<file path="config.mk">
export PLATFORM = sky130hd
export DESIGN_NAME = bcd_converter
export DESIGN_NICKNAME = d
export VERILOG_FILES = /design/src/rtl/calc_pkg.sv /design/src/rtl/bcd_add3.sv /design/src/rtl/bcd_converter.sv
export SDC_FILE = /design/constraint.sdc
export NUM_CORES = 1
export LEC_CHECK = 0
export BUFFER_PORTS_ARGS = -buffer_cell sky130_fd_sc_hd__buf_2
export CAP_MARGIN = 10
export CORE_UTILIZATION = 26
export DETAILED_ROUTE_END_ITERATION = 10
export MAX_ROUTING_LAYER = met4
export SYNTH_ARGS = -nofsm -noshare
export SYNTH_HDL_FRONTEND = slang
export SYNTH_SLANG_ARGS = --single-unit
</file>
<file path="constraint.sdc">
create_clock -name clk -period 4.5 [get_ports clk]
set_input_delay 0 -clock clk [delete_from_list [all_inputs] [get_ports clk]]
set_output_delay 0 -clock clk [all_outputs]
set_load 0.02 [all_outputs]
</file>
<file path="src/rtl/calc_pkg.sv">
// Shared constants and FSM state encoding for the calculator display path.
package calc_pkg;
  localparam int DIGIT_W = 4;
  localparam logic [DIGIT_W-1:0] ERR_DIGIT = 4'hE;
  localparam int BCD_MAX = 999;

  typedef enum logic [1:0] {
    S_IDLE  = 2'd0,
    S_SHIFT = 2'd1,
    S_DONE  = 2'd2
  } state_t;
endpackage

</file>
<file path="src/rtl/bcd_add3.sv">
// Double-dabble digit correction: add 3 to a BCD nibble that is 5 or more.
module bcd_add3
  import calc_pkg::*;
(
  input  logic [DIGIT_W-1:0] din,
  output logic [DIGIT_W-1:0] dout
);
  assign dout = (din >= 4'd5) ? din + 4'd3 : din;
endmodule

</file>
<file path="src/rtl/bcd_converter.sv">
// Sequential binary-to-BCD converter (shift-and-add-3), one bit per cycle,
// with an E/E/E error pattern for values above 999.
module bcd_converter
  import calc_pkg::*;
#(
  parameter int WIDTH  = 10,
  parameter int DIGITS = 3
) (
  input  logic               clk,
  input  logic               reset_n,
  input  logic               start,
  input  logic [WIDTH-1:0]   value,
  output logic               busy,
  output logic               done,
  output logic               overflow,
  output logic [DIGIT_W-1:0] hex0char,
  output logic [DIGIT_W-1:0] hex1char,
  output logic [DIGIT_W-1:0] hex2char,
  output state_t             dbg_state
);
  localparam int SCR_W = DIGITS * DIGIT_W;
  localparam int CNT_W = $clog2(WIDTH + 1);

  // Handshake: start is a request that is taken on any rising edge where the
  // converter is not busy (IDLE or DONE); while busy=1 start is ignored and
  // never queued. done pulses for one cycle when the digit outputs update.

  state_t             state_q;
  logic [WIDTH-1:0]   bin_q;
  logic [SCR_W-1:0]   scratch_q;
  logic [SCR_W-1:0]   scratch_adj;
  logic [CNT_W-1:0]   cnt_q;
  logic               ovf_pend_q;
  logic               accept;
  logic [SCR_W+WIDTH-1:0] shifted;
  logic [SCR_W-1:0]   scratch_next;

  for (genvar g = 0; g < DIGITS; g++) begin : g_add3
    bcd_add3 u_add3 (
      .din  (scratch_q[g*DIGIT_W +: DIGIT_W]),
      .dout (scratch_adj[g*DIGIT_W +: DIGIT_W])
    );
  end

  assign shifted      = {scratch_adj, bin_q} << 1;
  assign scratch_next = shifted[SCR_W+WIDTH-1:WIDTH];
  assign accept       = start && (state_q != S_SHIFT);
  assign dbg_state    = state_q;

  always_ff @(posedge clk or negedge reset_n) begin
    if (!reset_n) begin
      state_q    <= S_IDLE;
      bin_q      <= '0;
      scratch_q  <= '0;
      cnt_q      <= '0;
      ovf_pend_q <= 1'b0;
      busy       <= 1'b0;
      done       <= 1'b0;
      overflow   <= 1'b0;
      hex0char   <= '0;
      hex1char   <= '0;
      hex2char   <= '0;
    end else begin
      case (state_q)
        S_SHIFT: begin
          scratch_q <= scratch_next;
          bin_q     <= shifted[WIDTH-1:0];
          cnt_q     <= cnt_q - 1'b1;
          if (cnt_q == CNT_W'(1)) begin
            // Out-of-range values discard the scratch entirely.
            if (ovf_pend_q) begin
              hex0char <= ERR_DIGIT;
              hex1char <= ERR_DIGIT;
              hex2char <= ERR_DIGIT;
              overflow <= 1'b1;
            end else begin
              hex0char <= scratch_next[3:0];
              hex1char <= scratch_next[7:4];
              hex2char <= scratch_next[11:8];
              overflow <= 1'b0;
            end
            busy    <= 1'b0;
            done    <= 1'b1;
            state_q <= S_DONE;
          end
        end
        default: begin
          done <= 1'b0;
          if (accept) begin
            bin_q      <= value;
            scratch_q  <= '0;
            cnt_q      <= CNT_W'(WIDTH);
            ovf_pend_q <= (32'(value) > BCD_MAX);
            busy       <= 1'b1;
            state_q    <= S_SHIFT;
          end else begin
            state_q <= S_IDLE;
          end
        end
      endcase
    end
  end
endmodule

</file>
# Word level (Yosys, flattened, before mapping)
# Cells that the tools add are included.
[classes]
n_bitwise = 1
n_eq_ne = 4
mux = 21
n_reduce_logical = 5
add_sub_neg = 4
n_lt_le_gt_ge = 4
[op_table]
columns = ["op", "count"]
rows = [
  ["2-to-1 mux 4 bit", 7],
  ["2-to-1 mux 12 bit", 2],
  ["2-to-1 mux 10 bit", 2],
  [">= comparator 4 x 3 -> 1 bit (second input constant)", 3],
  ["> comparator 10 bit (second input constant)", 1],
  ["adder 4 x 2 -> 4 bit (second input constant)", 2],
  ["2-to-1 mux 1 bit", 7],
  ["AND reduction 2 bit", 3],
  ["equality test 4 x 1 -> 1 bit (second input constant)", 1],
  ["2-to-1 mux 2 bit", 2],
  ["subtractor 4 x 1 -> 4 bit (second input constant)", 1],
  ["adder 3 x 2 -> 3 bit (second input constant)", 1],
  ["2-to-1 mux 3 bit", 1],
  ["equality test 2 x 1 -> 1 bit (second input constant)", 1],
  ["!= test 2 x 1 -> 1 bit (second input constant)", 1],
  ["!= test 2 bit (second input constant)", 1],
  ["nonzero test 2 bit", 1],
  ["logical AND 1 bit", 1],
  ["inverter 1 bit", 1],
]
[totals]
elab_cells = 50
reg_bits = 44
out_inout_bits = 17
inputBits = 13

# Depth between registers and ports, before layout
# Gate-level depths: netlist of run 1.
[depth]
ltp_word = 4
ltp_mapped = 8
ltp_nobuf = 6

# Cells and area by module
# A second synthesis of run 1 with hierarchy kept.
[unflattened]
hier_cells = 229
area_unflattened_um2 = 2187.1
[by_module_without_submodules]
columns = ["module", "area_per_inst_um2", "seq_area_each_um2", "cells_per_inst", "n_inst"]
rows = [
  ["bcd_converter", 1883.1, 1076.0, 181, 1],
  ["bcd_add3", 101.3, 0.0, 16, 3],
]

# Worst setup path before layout of run 1
# OpenSTA, ideal clock, no wires.
[synth_timing]
path_kind = "register to register"
from = "register, netlist name done"
to = "register hex0char[2]"
required_ps = 4427
path_stages_with_launch = 9
synth_period_minus_slack_ps = 1763
t_arrival_ps = 1690
setup_slack_ps = 2737
n_path_buf = 3
path_cell_list = "dfrtp_1 > nand2b_4 > buf_6 > or4b_4 > buf_6 > clkinv_4 > buf_12 > nor2_1 > a21oi_2"
[synth_rtl]
columns = ["item", "line", "rtl"]
rows = [
  ["end signal: assignment", "bcd_converter.sv:77", "hex0char <= scratch_next[3:0];"],
  ["end: declaration", "bcd_converter.sv:16", "output logic [DIGIT_W-1:0] hex0char,"],
]

==> results of run 1 <==
## cell usage after synthesis, drive strengths merged
cell | n | share of area [%]
clkbuf | 5 | 0.89
a31oi | 1 | 0.30
xnor2 | 3 | 1.2
nand2 | 24 | 4.3
mux2 | 3 | 1.6
ha | 8 | 4.8
nor2 | 21 | 4.1
inv | 9 | 1.6
nand3 | 2 | 0.48
buf | 7 | 2.9
or4b | 1 | 0.65
mux2i | 10 | 4.8
o21a | 1 | 0.36
a21oi | 13 | 3.6
nor3b | 2 | 0.71
nor3 | 6 | 1.4
clkinv | 1 | 0.42
nand3b | 3 | 1.1
nand4 | 1 | 0.30
and2b | 1 | 0.36
o21ai | 34 | 8.1
nand2b | 7 | 2.4
dfrtp | 43 | 51
or3 | 6 | 1.8
o31ai | 2 | 0.71
## layer usage
layer / global-route usage, % / vias to the layer above / share of wire (%)
met3: 2.570 / 4 / 3.5
met1: 14.29 / 770 / 48
met5: - / - / 0
met4: 2.734 / 0 / 0.80
li1: - / 781 / -
met2: 18.10 / 28 / 47
## critical path: stages, from the launching register on
cell	delay [ps]
dfrtp_1	400
and2b_1	710
nor2_1	260
o21ai_0	200
o21ai_0	110
## power by group through the flow
stage          Sequential (mW)  Clock, mW  Combinational [mW]
3_5_place_dp             0.686          0               0.797
3_3_place_gp             0.682          0               0.784
4_1_cts                  0.678      0.278               0.804
2_1_floorplan            0.736          0               0.544
6_report                 0.676      0.271               0.786
5_1_grt                  0.703      0.290               0.901
## cell families after synthesis
kind of cell    count (synthesis)
fa+ha+maj                       8
flops                          43
xor+xnor                        3
compound gates                 51
buf+inv                        22
simple gates                   74
mux                            13
## registers in the layout (all words and copies together) (netlist names)
register    cells
bin_q          10
busy            1
cnt_q           4
dbg_state       1
done            1
hex0char        4
hex1char        4
hex2char        4
overflow        1
ovf_pend_q      1
scratch_q      12
## metrics by stage
stage / area (um2) / power (mW) / util [%] / hold WS [ps]
CTS: 2437 / 1.760 / 31.38 / 11.77
floorplan: 2105 / 1.280 / - / -295.6
finish: 2437 / 1.733 / 31.38 / 6.107
detailed placement: 2297 / 1.483 / 29.57 / 218.6
global route: 2437 / 1.893 / 31.38 / 28.24
global placement: 2297 / 1.466 / 29.57 / 219.3
## cell type report
class / count / area share [%]
flip-flops and latches: 43 / 44.15
multi-input cells: 149 / 37.17
repair buffers: 33 / 7.598
well taps: 102 / 5.236
clock buffers: 8 / 4.107
inverters: 10 / 1.745
## path summary, 6_finish.rpt
path | start | endpoint | slack, ps | depth (start not counted)
max in group asynchronous | reset_n | bin_q[6] | 3500 | 2
worst max-delay path | done | scratch_q[7] | 2690 | 4
worst min register to register | overflow | overflow | 470 | 2
min in group asynchronous | reset_n | scratch_q[5] | 400 | 2
worst max register to register | done | scratch_q[7] | 2690 | 4
worst min-delay path | value[1] | bin_q[1] | 6 | 3
==> impl_metrics.tcl, run 1 <==
set metrics [dict create \
    outcome "finished, final reports clean" \
    p_leak_nw 1.100 \
    clock_path_buffers 2 \
    cts_buffers 5 \
    switching_share_pct 42.65 \
    ant_nets 0 \
    io_buffer_count 29 \
    htreeDepth 2 \
    insertion_delay_ps 290 \
    tritoncts_num_sinks 43 \
    timing_worst_setup_path_type "reg2reg" \
    rows 32 \
    area_delta_synth_final_pct 15.81 \
    route.vias.total 1583 \
    max_freq_mhz 554.0 \
    grt_max_degree 44 \
    ys_ff_latch 43 \
    powerDensity_nw_per_um2 710.8 \
    final_cell_mix "dfrtp_1 (43), o21ai_0 (33), buf_2 (29)" \
    worst_hold_path_type "in2reg" \
    synth-compound-area-share_pct 13.08 \
    drive_above_1_share_pct 18.93 \
    gp_congestion 0.7487 \
    design.die.area_um2 8458 \
    cp.required_ps 4670 \
    netlist_area_um2 2105 \
    overflow 0 \
    syn_nets 235 \
    post_cts_resize_count 0 \
    layout_commonest_cell "dfrtp_1" \
    via_per_inst 4.588 \
    first_pass_iters 4 \
    pin_count 30 \
    cts_setup_buffers 0 \
    die_w_um 91.97 \
    seqPwrFrac_pct 39.0 \
    coreArea_um2 7767 \
    rsz0062_at_grt "false" \
    route.detailed.drc 0 \
    start_util_pct 27.09 \
    cp_max_fo 28 \
    synth_top_family_by_area "simple AND/OR/NAND/NOR gates" \
    place_ws_ps 2642 \
    combPwrFrac_pct 45.4 \
    hpwl_mm 3.009 \
    cp-start-kind "flop" \
    synth_cells 214 \
    wirelength_mm 4.269 \
    hold_violations 0 \
    multi_input_area_um2 905.9 \
    period_share_pct 40.11 \
    max_cap_viol_count 0 \
    internal_power_uw 993.7 \
    antenna_found_initial 0 \
    synth_xor_area_share_pct 1.249 \
    worstMarginPinSlew_ps 969.1 \
    synth_seq_area_share_pct 51.13 \
    cts_root_buf "clkbuf_8" \
    wire_per_inst_um 12.37 \
    cts_tree "built" \
    end_kind "flop" \
    p_sw_uw 738.9 \
    register_area_um2 1076 \
    die_y_um 91.97 \
    synthSimpleGateAreaFrac_pct 17.60 \
    path_clk_slew_ps 80 \
    ir_drop_v 0.0002469 \
    layoutNonFillerInstCount 345 \
    setup_viol 0 \
    skew_ps 5.251 \
    drt_iter0_markers 80 \
    cts_hold_buf 4 \
    avgSynthCellArea_um2 9.834 \
    grtUsageTotal_pct 11.22 \
    fin_ws_ps 2695 \
    ys_warn_count 0 \
    dp_cells 333 \
    setup_tns_ps 0 \
    synth.distinct_cells 32 \
    synthMuxAreaShare_pct 6.361 \
    fillers 840 \
    fin_nets 263 \
    grt_pass1_wl_mm 7.389 \
    slew_headroom_pct 35.39 \
    slew_violations 0 \
    synthAdderAreaFrac_pct 4.756 \
    antennaDiodeCount 0 \
    power_frac_clock_pct 15.6 \
    period_needed_ps 1805 \
    grt_pass1_vias 1545 \
    cp.arrival_ps 1970 \
]
No activity file was read; power rests on OpenSTA's default activity.
==> run 2: changes to the inputs <==
==> constraint.sdc (replaced) <==
create_clock -name clk -period 1.8 [get_ports clk]
set_input_delay 0 -clock clk [delete_from_list [all_inputs] [get_ports clk]]
set_output_delay 0 -clock clk [all_outputs]
set_load 0.02 [all_outputs]
==> impl_metrics.tcl, run 2 (same netlist as run 1, synthesis figures left out) <==
set metrics [dict create \
    top_register "scratch_q" \
    path_cells "nand2b_4 > buf_6 > nand2_1 > o31ai_1 > dlygate4sd3_1" \
    cp.required_ps 2040 \
    first_pass_iters 4 \
    grt_pass1_wl_mm 7.810 \
    route.detailed.drc 0 \
    final_cell_mix "dfrtp_1 (43), o21ai_0 (33), buf_2 (29)" \
    reg2reg_depth 5 \
    period_share_pct 95.13 \
    gp_congestion 0.7521 \
    setup_viol 0 \
    antennaDiodeCount 0 \
    setup_tns_ps 0 \
    max_freq_mhz 584.0 \
    coreArea_um2 7767 \
    hpwl_mm 3.170 \
    max_cap_viol_count 0 \
    path_clk_slew_ps 80 \
    worst_hold_path_type "in2reg" \
    reg_top3 "scratch_q x12, bin_q x10" \
    cp-start-kind "flop" \
    worstMarginPinSlew_ps 538.2 \
    wirelength_mm 4.457 \
    via_per_inst 4.443 \
    die_w_um 91.97 \
    cp_max_fo 25 \
    skew_ps 6.987 \
    place_ws_ps 125.5 \
    cts_buffers 5 \
    io_buffer_count 29 \
    ir_drop_v 0.0004844 \
    clock_path_buffers 2 \
    largest_reg_flops 12 \
    drt_iter0_markers 77 \
    power_mw 4.414 \
    slew_headroom_pct 64.12 \
    crit_path_top_delay_cell "dlygate4sd3_1" \
    route.vias.total 1564 \
    max_stage_delay_ps 570 \
    powerDensity_nw_per_um2 1768 \
    placed_area_um2 2342 \
    area_delta_synth_final_pct 18.61 \
    htreeDepth 2 \
    antenna_found_initial 0 \
    whs_ps -0.07283 \
    rsz0062_at_grt "false" \
    design_area_um2 2496 \
    cts_tree "built" \
    overflow 0 \
    grt_max_degree 28 \
    rows 32 \
    ant_nets 0 \
    design.die.area_um2 8458 \
    timing_worst_setup_path_type "reg2reg" \
    slew_violations 0 \
    fillers 838 \
    cts_setup_buffers 0 \
    whs_endpoint "busy" \
    insertion_delay_ps 300 \
    reg2reg_setup_slack_ps 90 \
    worstHoldStart "start" \
    fin_ws_ps 87.74 \
    crit_family "buffers and inverters" \
    die_y_um 91.97 \
    fin_nets 270 \
    drive_above_1_share_pct 20.80 \
    grt_pass1_vias 1544 \
    outcome "finished, violations left" \
    reg2reg_to "ovf_pend_q" \
    timing.rr.start "done" \
    crit_cells 5 \
    path_buf_inv 2 \
    grtUsageTotal_pct 12.09 \
    p_leak_nw 1.134 \
    start_util_pct 27.09 \
    utilization_pct 32.14 \
    wire_per_inst_um 12.66 \
    period_needed_ps 1712 \
    cts_root_buf "clkbuf_8" \
    tritoncts_num_sinks 43 \
    pin_count 30 \
    cp.arrival_ps 1950 \
    min_delay_path_depth 3 \
    violations "negative hold slack" \
    hold_violations 1 \
    layout_commonest_cell "dfrtp_1" \
    end_kind "flop" \
]
-- run 2: per-stage QoR --
stage               hold WS [ps]  std cells
floorplan                 -295.6        214
global placement           18.70        339
detailed placement         16.96        339
CTS                        3.879        352
global route               31.54        352
finish                  -0.07283        352
-- run 2: timing repair --
| item | 4_1_cts | 5_1_grt |
|---|---|---|
| setup endpoints to repair | 0 | 1 |
| gates resized for setup | 0 | 1 |
| hold buffers | 5 | 0 |
| hold endpoints to repair | 24 | 0 |
-- run 2: final cells by class --
class                           instances  area [um2]  area share, %
Sequential cell                        43        1076          43.11
Multi-Input combinational cell        149       905.9          36.29
Tap cell                              102       127.6          5.113
Inverter                               10       42.54          1.704
Clock buffer                            8       100.1          4.010
Timing Repair Buffer                   40       244.0          9.774
-- run 2: worst max path at each step --
stage / from / endpoint
finish: done / ovf_pend_q
CTS: done / ovf_pend_q
detailed placement: scratch_q[0] / scratch_q[2]
floorplan: done / hex0char[2]
global route: done / ovf_pend_q
global placement: done / hex0char[1]
-- run 2: power breakdown --
part           leakage [nW]  internal (mW)  switching (mW)
Clock                0.0515          0.351           0.331
Sequential            0.535           1.39           0.303
Combinational         0.547          0.800            1.24
-- run 2: tightest hold or removal path, cell delays in order --
cell	delay [ps]
buf_2	120
a21oi_1	70
nor2_1	80
-- run 2: routing by layer --
layer  routed length (um)  global-route usage (%)  part of all wire, %  up-vias
li1                     -                       -                    -      795
met5                    0                       -                    0        -
met4                   62                   3.906                  1.4        0
met3                  174                   3.068                  3.9        8
met1                 2150                   15.48                   48      733
met2                 2070                   18.72                   46       28
